--- src/rtl/clk_mode_ctrl.sv ---
// APB-programmable CPU clock-mode controller: sequences RUN/SLOW/WAIT_IDLE/GATED/WAKE
// and drives the clock generator's slow-select (gate_en0) and gate (gate_en1) inputs.
module clk_mode_ctrl #(
  parameter logic [7:0]  RST_SETTLE  = 8'd16,
  parameter logic [15:0] RST_TIMEOUT = 16'hFFFF
) (
  input  logic        i_pad_clk,
  input  logic        clkrst_b,
  input  logic        psel,
  input  logic        penable,
  input  logic        pwrite,
  input  logic [3:0]  paddr,
  input  logic [31:0] pwdata,
  output logic [31:0] prdata,
  input  logic        cpu_wfi,
  input  logic        wake_req,
  output logic        gate_en0,
  output logic        gate_en1,
  output logic        wake_irq
);

  typedef enum logic [2:0] {
    ST_RUN       = 3'd0,
    ST_SLOW      = 3'd1,
    ST_WAIT_IDLE = 3'd2,
    ST_GATED     = 3'd3,
    ST_WAKE      = 3'd4
  } state_t;

  state_t      state;
  state_t      state_next;

  logic [1:0]  mode_req;
  logic [7:0]  settle_reg;
  logic [15:0] timeout_reg;
  logic        to_flag;

  logic        wake_meta;
  logic        wake_s;

  logic [1:0]  idle_cnt;
  logic [15:0] to_cnt;
  logic [7:0]  settle_cnt;

  logic        apb_wr;
  logic        wr_ctrl;
  logic        wr_settle;
  logic        wr_status;
  logic        wr_timeout;
  logic        ctrl_wr_run;
  logic        ctrl_wr_slow;

  logic        to_set;
  logic        ctrl_clear;
  logic        load_settle;

  logic        unused_bits;

  assign unused_bits = ^{paddr[1:0], pwdata[31:16]};

  assign apb_wr     = psel & penable & pwrite;
  assign wr_ctrl    = apb_wr && (paddr[3:2] == 2'd0);
  assign wr_settle  = apb_wr && (paddr[3:2] == 2'd1);
  assign wr_status  = apb_wr && (paddr[3:2] == 2'd2);
  assign wr_timeout = apb_wr && (paddr[3:2] == 2'd3);

  // Same-cycle CTRL writes are seen directly so they can pre-empt idle/timeout decisions.
  assign ctrl_wr_run  = wr_ctrl && (pwdata[1:0] == 2'b00);
  assign ctrl_wr_slow = wr_ctrl && (pwdata[1:0] == 2'b01);

  always_comb begin
    state_next  = state;
    to_set      = 1'b0;
    ctrl_clear  = 1'b0;
    load_settle = 1'b0;
    case (state)
      ST_RUN: begin
        if (mode_req == 2'b01) begin
          state_next = ST_SLOW;
        end else if (mode_req == 2'b10) begin
          state_next = ST_WAIT_IDLE;
        end
      end
      ST_SLOW: begin
        if (mode_req == 2'b00) begin
          state_next = ST_RUN;
        end else if (mode_req == 2'b10) begin
          state_next = ST_WAIT_IDLE;
        end
      end
      ST_WAIT_IDLE: begin
        if (ctrl_wr_run) begin
          state_next = ST_RUN;
        end else if (ctrl_wr_slow) begin
          state_next = ST_SLOW;
        end else if (cpu_wfi && (idle_cnt != 2'd0)) begin
          state_next = ST_GATED;
        end else if ((timeout_reg != 16'd0) && (to_cnt == timeout_reg - 16'd1)) begin
          state_next = ST_RUN;
          to_set     = 1'b1;
          ctrl_clear = 1'b1;
        end
      end
      ST_GATED: begin
        if (wake_s || ctrl_wr_run) begin
          state_next  = ST_WAKE;
          load_settle = 1'b1;
        end
      end
      ST_WAKE: begin
        if (settle_cnt <= 8'd1) begin
          state_next = ST_RUN;
          ctrl_clear = 1'b1;
        end
      end
      default: begin
        state_next = ST_RUN;
      end
    endcase
  end

  // Gate enables are decoded from the next state so they change on the same edge as the state.
  always_ff @(posedge i_pad_clk or negedge clkrst_b) begin
    if (!clkrst_b) begin
      state    <= ST_RUN;
      gate_en0 <= 1'b0;
      gate_en1 <= 1'b0;
      wake_irq <= 1'b0;
    end else begin
      state    <= state_next;
      gate_en0 <= (state_next == ST_SLOW);
      gate_en1 <= (state_next == ST_GATED);
      wake_irq <= (state == ST_WAKE) && (state_next == ST_RUN);
    end
  end

  always_ff @(posedge i_pad_clk or negedge clkrst_b) begin
    if (!clkrst_b) begin
      wake_meta <= 1'b0;
      wake_s    <= 1'b0;
    end else begin
      wake_meta <= wake_req;
      wake_s    <= wake_meta;
    end
  end

  always_ff @(posedge i_pad_clk or negedge clkrst_b) begin
    if (!clkrst_b) begin
      mode_req    <= 2'b00;
      settle_reg  <= RST_SETTLE;
      timeout_reg <= RST_TIMEOUT;
      to_flag     <= 1'b0;
    end else begin
      if (ctrl_clear) begin
        mode_req <= 2'b00;
      end else if (wr_ctrl && (pwdata[1:0] != 2'b11)) begin
        mode_req <= pwdata[1:0];
      end
      if (wr_settle) begin
        settle_reg <= pwdata[7:0];
      end
      if (wr_timeout) begin
        timeout_reg <= pwdata[15:0];
      end
      if (to_set) begin
        to_flag <= 1'b1;
      end else if (wr_status && pwdata[4]) begin
        to_flag <= 1'b0;
      end
    end
  end

  // Idle/timeout counters only run inside WAIT_IDLE and are zero on entry.
  always_ff @(posedge i_pad_clk or negedge clkrst_b) begin
    if (!clkrst_b) begin
      idle_cnt   <= 2'd0;
      to_cnt     <= 16'd0;
      settle_cnt <= 8'd0;
    end else begin
      if (state != ST_WAIT_IDLE) begin
        idle_cnt <= 2'd0;
        to_cnt   <= 16'd0;
      end else begin
        if (!cpu_wfi) begin
          idle_cnt <= 2'd0;
        end else if (idle_cnt != 2'd3) begin
          idle_cnt <= idle_cnt + 2'd1;
        end
        if (to_cnt != 16'hFFFF) begin
          to_cnt <= to_cnt + 16'd1;
        end
      end
      if (load_settle) begin
        settle_cnt <= settle_reg;
      end else if ((state == ST_WAKE) && (settle_cnt != 8'd0)) begin
        settle_cnt <= settle_cnt - 8'd1;
      end
    end
  end

  always_comb begin
    prdata = 32'd0;
    if (psel && !pwrite) begin
      case (paddr[3:2])
        2'd0:    prdata = {30'd0, mode_req};
        2'd1:    prdata = {24'd0, settle_reg};
        2'd2:    prdata = {27'd0, to_flag, 1'b0, state};
        default: prdata = {16'd0, timeout_reg};
      endcase
    end
  end

endmodule

--- config.mk ---
export PLATFORM = sky130hd
export DESIGN_NAME = clk_mode_ctrl
export DESIGN_NICKNAME = d
export VERILOG_FILES = /design/src/rtl/clk_mode_ctrl.sv
export SDC_FILE = /design/constraint.sdc
export NUM_CORES = 1
export LEC_CHECK = 0
export ABC_AREA = 1
export BUFFER_PORTS_ARGS = -buffer_cell sky130_fd_sc_hd__buf_4
export CORE_ASPECT_RATIO = 0.5
export CORE_UTILIZATION = 35
export CTS_BUF_LIST = sky130_fd_sc_hd__clkbuf_8 sky130_fd_sc_hd__clkbuf_16
export DETAILED_ROUTE_END_ITERATION = 8
export GPL_TIMING_DRIVEN = 0
export SETUP_SLACK_MARGIN = 0.4
export SLEW_MARGIN = 5
export SYNTH_ARGS = -nofsm -noshare
export SYNTH_HDL_FRONTEND = slang
export SYNTH_SLANG_ARGS = --single-unit
--- constraint.sdc ---
create_clock -name i_pad_clk -period 5.2 [get_ports i_pad_clk]
set_input_delay 1.04 -clock i_pad_clk [delete_from_list [all_inputs] [get_ports i_pad_clk]]
set_output_delay 1.04 -clock i_pad_clk [all_outputs]
set_load 0.02 [all_outputs]
==> results of run 1 <==
-- synth_stat cells (3+ instances only) --
| library cell | count | area (sq um) |
|---|---|---|
| nand2_1 | 135 | 507 |
| inv_1 | 81 | 304 |
| nor2_1 | 64 | 240 |
| dfrtp_1 | 44 | 1100 |
| o21ai_0 | 34 | 170 |
| nand3_1 | 23 | 115 |
| a21oi_1 | 22 | 110 |
| nor3_1 | 22 | 110 |
| dfstp_2 | 17 | 447 |
| buf_4 | 16 | 120 |
| xor2_1 | 14 | 123 |
| nor2_2 | 9 | 56.3 |
| ha_1 | 7 | 87.6 |
| clkbuf_1 | 6 | 22.5 |
| inv_2 | 5 | 18.8 |
| o211ai_1 | 5 | 37.5 |
| xnor2_1 | 5 | 43.8 |
| o21ai_1 | 4 | 20.0 |
| nand3_2 | 3 | 30.0 |
| nand4_1 | 3 | 18.8 |
| o22ai_1 | 3 | 18.8 |
-- power by group through the flow --
stage | logic (mW) | clock network (mW) | registers [mW]
after floorplan | 0.413 | 0 | 0.673
after global placement | 0.532 | 0 | 0.694
after detailed placement | 0.541 | 0 | 0.697
after CTS | 0.546 | 0.619 | 0.690
after global routing | 0.627 | 0.645 | 0.705
final | 0.545 | 0.606 | 0.690
-- layer usage --
layer | track usage, % | vias to the layer above | wire length [um]
met1 | 22.4 | 1618 | 4570
met4 | 6.63 | 0 | 136
met5 | 0 | - | 0
met2 | 28.9 | 86 | 4330
li1 | - | 1864 | -
met3 | 3.79 | 14 | 464
-- through the flow --
step | power, mW | cells | instance area (sq um) | hold slack, ps | setup slack, ps
floorplan | 1.09 | 566 | 3990 | 331 | 2180
global placement | 1.23 | 749 | 4490 | 335 | 1850
detailed placement | 1.24 | 749 | 4490 | 345 | 1870
CTS | 1.86 | 765 | 4800 | 348 | 1860
global route | 1.98 | 765 | 4800 | 367 | 1760
finish | 1.84 | 765 | 4800 | 346 | 1870
-- path summary, 6_finish.rpt --
| kind | from | endpoint | cells after the start |
|---|---|---|---|
| hold reg to reg | wake_meta$_DFF_PN0_ | wake_s$_DFF_PN0_ | 0 |
| setup reg to reg | timeout_reg[0]$_DFFE_PN1P_ | gate_en1$_DFF_PN0_ | 16 |
| hold / removal | wake_meta$_DFF_PN0_ | wake_s$_DFF_PN0_ | 0 |
| setup / recovery | paddr[3] | prdata[2] | 5 |
| max in group asynchronous | clkrst_b | settle_cnt[4]$_DFFE_PN0P_ | 1 |
| min in group asynchronous | clkrst_b | to_cnt[9]$_DFFE_PN0P_ | 1 |
-- layout make-up --
| cell class | count | area, sq um |
|---|---|---|
| buffer | 23 | 148 |
| clock buffer | 12 | 267 |
| clock inverter | 4 | 41.3 |
| fill | 1086 | 5770 |
| inverter | 86 | 323 |
| multi-input combinational | 396 | 1980 |
| sequential | 61 | 1550 |
| tap | 140 | 175 |
| timing repair buffer | 43 | 323 |
-- cells by family after synthesis --
group	Yosys count	share of synthesized area, %
AO/OA/AOI/OAI	83	12.2
flip-flops	61	39.3
AND/OR/NAND/NOR	269	29.4
XOR/XNOR	19	4.23
multiplexers	2	0.540
buffers and inverters	109	11.9
other	1	0.0952
adder cells (fa/ha/maj)	7	2.22
==> run summary, run 1 <==
die height: 77 um
most frequent cells in the layout: nand2_1, inv_1, nor2_1, buf_4, dfrtp_1
violated checks: design-rule violations
Setup Total Neg Slack: 0 ps
area delta synth->final: 21.9%
Peak VDD IR: 0.145 mV
starting density of the core: 37.2%
Seq/Total Area, Yosys: 39.3%
Port Buf Inserts: 43
Worst-Skew Late Latency: 330 ps
max-cap viol count: 0
Sw Ratio: 34.7%
DR iter-0 viols: 226
Final Util: 45.4%
Pins Over Slew Limit: 0
worst slew pin tran: 781 ps
# nets final: 670
hold crit path type: reg2reg
Synth Register Bits: 61
io pins: 78
clock group share of total power: 32.9%
clock-pin slew on the worst setup and hold paths: 50 ps
postcts setup bufs: 0
initial antenna violation count: 0
Synth Cell Area: 3940 sq um
Power Dens Cells: 384 nW/um^2
die width: 152 um
post-cts sizing count: 0
All-Layer GR Usage: 17.4%
CP Buf/Inv Count: 3
Vias: 3,582
post-detailed-route wirelength per cell: 12.4 um
die area: 11,700 sq um
Worst Skew: 6.27 ps
gate count after technology mapping: 551
fmax: 301 MHz
Placer Congestion: 0.853
TritonCTS clock tree: done
status: finished, violations left
leak pwr: 2.34 nW
root buf cell: clkbuf_16
first-pass GRT wire length: 16,100 um
gr ovfl total: 0
drt pass-1 iters: 6
worst-path fanout max: 10
core region area: 10,600 sq um
dpl hpwl: 7330 um
asr flop ratio synth: 100%
CP Launch Type: input pin
crit path DAT: 2290 ps
most frequent CP cell: buf_4
Crit path largest cell delay: 350 ps
minimum clock period: 3330 ps
cts bufs inserted: 9
synth warn: 0
Via density: 4.68
endpoint class of the critical path: output port
DRC: 4
final wirelength: 9500 um
WS Path Type: in2out
layout cells sized above 1: 18.9%
Rows: 26
P_sw: 0.639 mW
Num Clock Sinks: 61
largest net degree at the start of global routing: 62
H-tree levels: 3
Synth cell types: 43
Slew HR: 47.9%
Post-synth EDFFs: 0
Synth Area per Inst: 7.15 sq um
RSZ-0062 raised after global routing: false
crit share post-route: 64.0%
n_diodes: 0
CP Cell Sequence: buf_4, nand2_1, inv_1, a211oi_1, buf_4
# setup viols final: 0
combinational power share: 29.6%
number of global-route vias before repair: 3,391
CTS Buffer Depth: 2
CTS Hold Bufs: 0
Crit path required time: 4160 ps
most common cell after layout, fill and taps aside: nand2_1
Internal Power: 1.20 mW
R2R setup slack: 3020 ps
final hold vios: 0
slowest CP cell: a211oi_1
Final ANT Viol Nets: 0
top_reg_cell synth: dfrtp_1
delay-heaviest family, CP: buffers and inverters
Flop pwr share: 37.5%
(Power assumes the default switching activity.)
==> run 2: changes to the inputs <==
--- a/config.mk
+++ b/config.mk
@@ -5,7 +5,7 @@
 export SDC_FILE = /design/constraint.sdc
 export NUM_CORES = 1
 export LEC_CHECK = 0
-export ABC_AREA = 1
+export ABC_AREA = 0
 export BUFFER_PORTS_ARGS = -buffer_cell sky130_fd_sc_hd__buf_4
 export CORE_ASPECT_RATIO = 0.5
 export CORE_UTILIZATION = 35
==> constraint.sdc (replaced) <==
create_clock -name i_pad_clk -period 3.4 [get_ports i_pad_clk]
set_input_delay 0.68 -clock i_pad_clk [delete_from_list [all_inputs] [get_ports i_pad_clk]]
set_output_delay 0.68 -clock i_pad_clk [all_outputs]
set_load 0.02 [all_outputs]
==> run 2 against run 1 <==
The flow now finishes without violations; via count down 17%; utilization shrank 0.91 points; first-iteration DRC count fell by 11%; global-route usage shrank 0.91 points; final cell count shrank 22%; critical path type is now reg2reg; critical endpoint is now mode_req[0]$_DFFE_PN0P_; largest power group unchanged.
==> run summary, run 2 <==
status: completed
most frequent cells in the layout: buf_4, dfrtp_1, nor2_1, mux2_2, xnor2_1
worst-path fanout max: 6
die area: 11,100 sq um
gr ovfl total: 0
gate count after technology mapping: 383
cts bufs inserted: 9
TritonCTS clock tree: done
DRC: 0
clock-pin slew on the worst setup and hold paths: 50 ps
All-Layer GR Usage: 16.5%
area share of the largest cell type after synthesis: 29.5%
crit share post-route: 84.8%
final hold vios: 0
Worst-Skew Late Latency: 330 ps
Flop pwr share: 39.5%
Synth cell types: 57
most common cell after layout, fill and taps aside: buf_4
met2 wire length: 3740 um
P_sw: 0.936 mW
number of global-route vias before repair: 2,755
# setup viols final: 0
area leader, netlist: dfrtp_1
layout cells sized above 1: 27.4%
Vias: 2,956
Reg area: 1550 sq um
io pins: 78
fmax: 347 MHz
asr flop ratio synth: 100%
largest net degree at the start of global routing: 62
WS Path Type: reg2reg
n_diodes: 0
Final Util: 44.5%
worst slew pin tran: 877 ps
area delta synth->final: 22.4%
Final ANT Viol Nets: 0
starting density of the core: 36.4%
endpoint class of the critical path: flip-flop
Synth area leaders: dfrtp_1, dfstp_2, mux2_2
# nets final: 502
Synth Area per Inst: 9.76 sq um
pre-CTS WS: 423 ps
Fill cells: 1,032
slowest CP cell: or4_1
RSZ-0062 raised after global routing: false
Worst Skew: 5.14 ps
first-pass GRT wire length: 14,000 um
area of the multi-input gates: 2010 sq um
met3 wire len: 309 um
H-tree levels: 3
Crit path required time: 3570 ps
crit path DAT: 3060 ps
Placer Congestion: 0.835
met1 WL: 4350 um
Seq/Total Area, Yosys: 41.4%
commonest cells in the netlist: dfrtp_1, nor2_1, mux2_2
Via density: 4.96
Peak VDD IR: 0.260 mV
max-cap viol count: 0
combinational power share: 30.4%
synth warn: 0
post-detailed-route wirelength per cell: 14.3 um
Crit path largest cell delay: 510 ps
core region area: 10,300 sq um
Internal Power: 1.85 mW
Synth Register Bits: 61
dpl hpwl: 6250 um
root buf cell: clkbuf_16
Max Used Layer: met4
Sw Ratio: 33.6%
worst setup margin: 515 ps
hold crit path type: reg2reg
CP Cell Sequence: inv_1, ha_1, or3b_4, or4_1, and3_1, or4_4, nor4_4, a211oi_1
minimum clock period: 2880 ps
leak pwr: 2.00 nW
Num Clock Sinks: 61
Power Dens Cells: 610 nW/um^2
final wirelength: 8520 um
Post-synth EDFFs: 0
die height: 75.1 um
CTS Buffer Depth: 2
top_reg_cell synth: dfrtp_1
DR iter-0 viols: 201
Setup Total Neg Slack: 0 ps
CP Launch Type: flip-flop
Slew HR: 41.1%
drt pass-1 iters: 4
Synth Cell Area: 3740 sq um
Rows: 26
die width: 148 um
Pins Over Slew Limit: 0
Port Buf Inserts: 43
initial antenna violation count: 0
clock group share of total power: 30.1%
## run 2: changes by cell type after synthesis, moves of 9 or more
cell / previous run / this run
a21oi_1: 22 / 9
and2_1: 0 / 10
inv_1: 81 / 13
mux2_2: 1 / 24
nand2_1: 135 / 18
nand3_1: 23 / 12
nor2_1: 64 / 44
nor2_2: 9 / 0
nor4_1: 1 / 14
o21ai_0: 34 / 8
xnor2_1: 5 / 21
## run 2: power groups by stage
| stage | Combinational, mW | Clock (mW) | Sequential (mW) |
|---|---|---|---|
| CTS | 0.853 | 0.864 | 1.10 |
| global route | 0.953 | 0.899 | 1.13 |
| global placement | 0.835 | 0 | 1.10 |
| finish | 0.848 | 0.840 | 1.10 |
| floorplan | 0.638 | 0 | 1.06 |
| detailed placement | 0.847 | 0 | 1.11 |
## run 2: logic make-up after synthesis
logic type,synth area share [%]
simple gates,23.3
flops,41.4
buf+inv,6.26
compound gates,8.00
mux,10.8
xor+xnor,7.73
fa+ha+maj,2.34
other cells,0.100
## run 2: critical path: cells and delay by family, from the launching register on
kind / cells / cell delay (ps)
AOI/OAI and AO/OA: 1 / 140
and+or+nand+nor: 5 / 1860
buffers and inverters: 1 / 80
DFF: 1 / 390
adders and majority gates: 1 / 260
## run 2: worst paths after layout
check / from / end / slack (ps) / depth (start not counted)
max: timeout_reg[0]$_DFFE_PN1P_ / mode_req[0]$_DFFE_PN0P_ / 520 / 8
min: wake_meta$_DFF_PN0_ / wake_s$_DFF_PN0_ / 350 / 0
max reg2reg: timeout_reg[0]$_DFFE_PN1P_ / mode_req[0]$_DFFE_PN0P_ / 520 / 8
min reg2reg: wake_meta$_DFF_PN0_ / wake_s$_DFF_PN0_ / 350 / 0
max in group asynchronous: clkrst_b / to_cnt[15]$_DFFE_PN0P_ / 2430 / 1
min in group asynchronous: clkrst_b / settle_cnt[5]$_DFFE_PN0P_ / 430 / 1
## run 2: per-layer routing
metal / global-route usage (%) / up-vias
met3: 4.55 / 11
met5: 0 / -
li1: - / 1473
met4: 5.96 / 0
met1: 22.6 / 1410
met2: 25.3 / 62
## run 2: timing repair
item	in CTS	in global routing
resized for setup	0	1
setup buffers	0	0
setup endpoints to repair	0	7
hold buffers	0	0
## run 2: final cells by class
cell class	count	area share [%]
inverter	13	1.07
buffer	31	4.05
clock inverter	3	0.274
multi-input combinational	293	44.0
tap	140	3.83
sequential	61	33.8
clock buffer	12	5.83
timing repair buffer	43	7.06
## run 2: per-stage QoR
| stage | cells | hold slack (ps) | cell area [sq um] | power (mW) |
|---|---|---|---|---|
| global route | 596 | 378 | 4570 | 2.98 |
| floorplan | 398 | 331 | 3790 | 1.70 |
| detailed placement | 581 | 343 | 4290 | 1.95 |
| finish | 596 | 353 | 4570 | 2.79 |
| global placement | 581 | 335 | 4290 | 1.94 |
| CTS | 596 | 354 | 4570 | 2.81 |
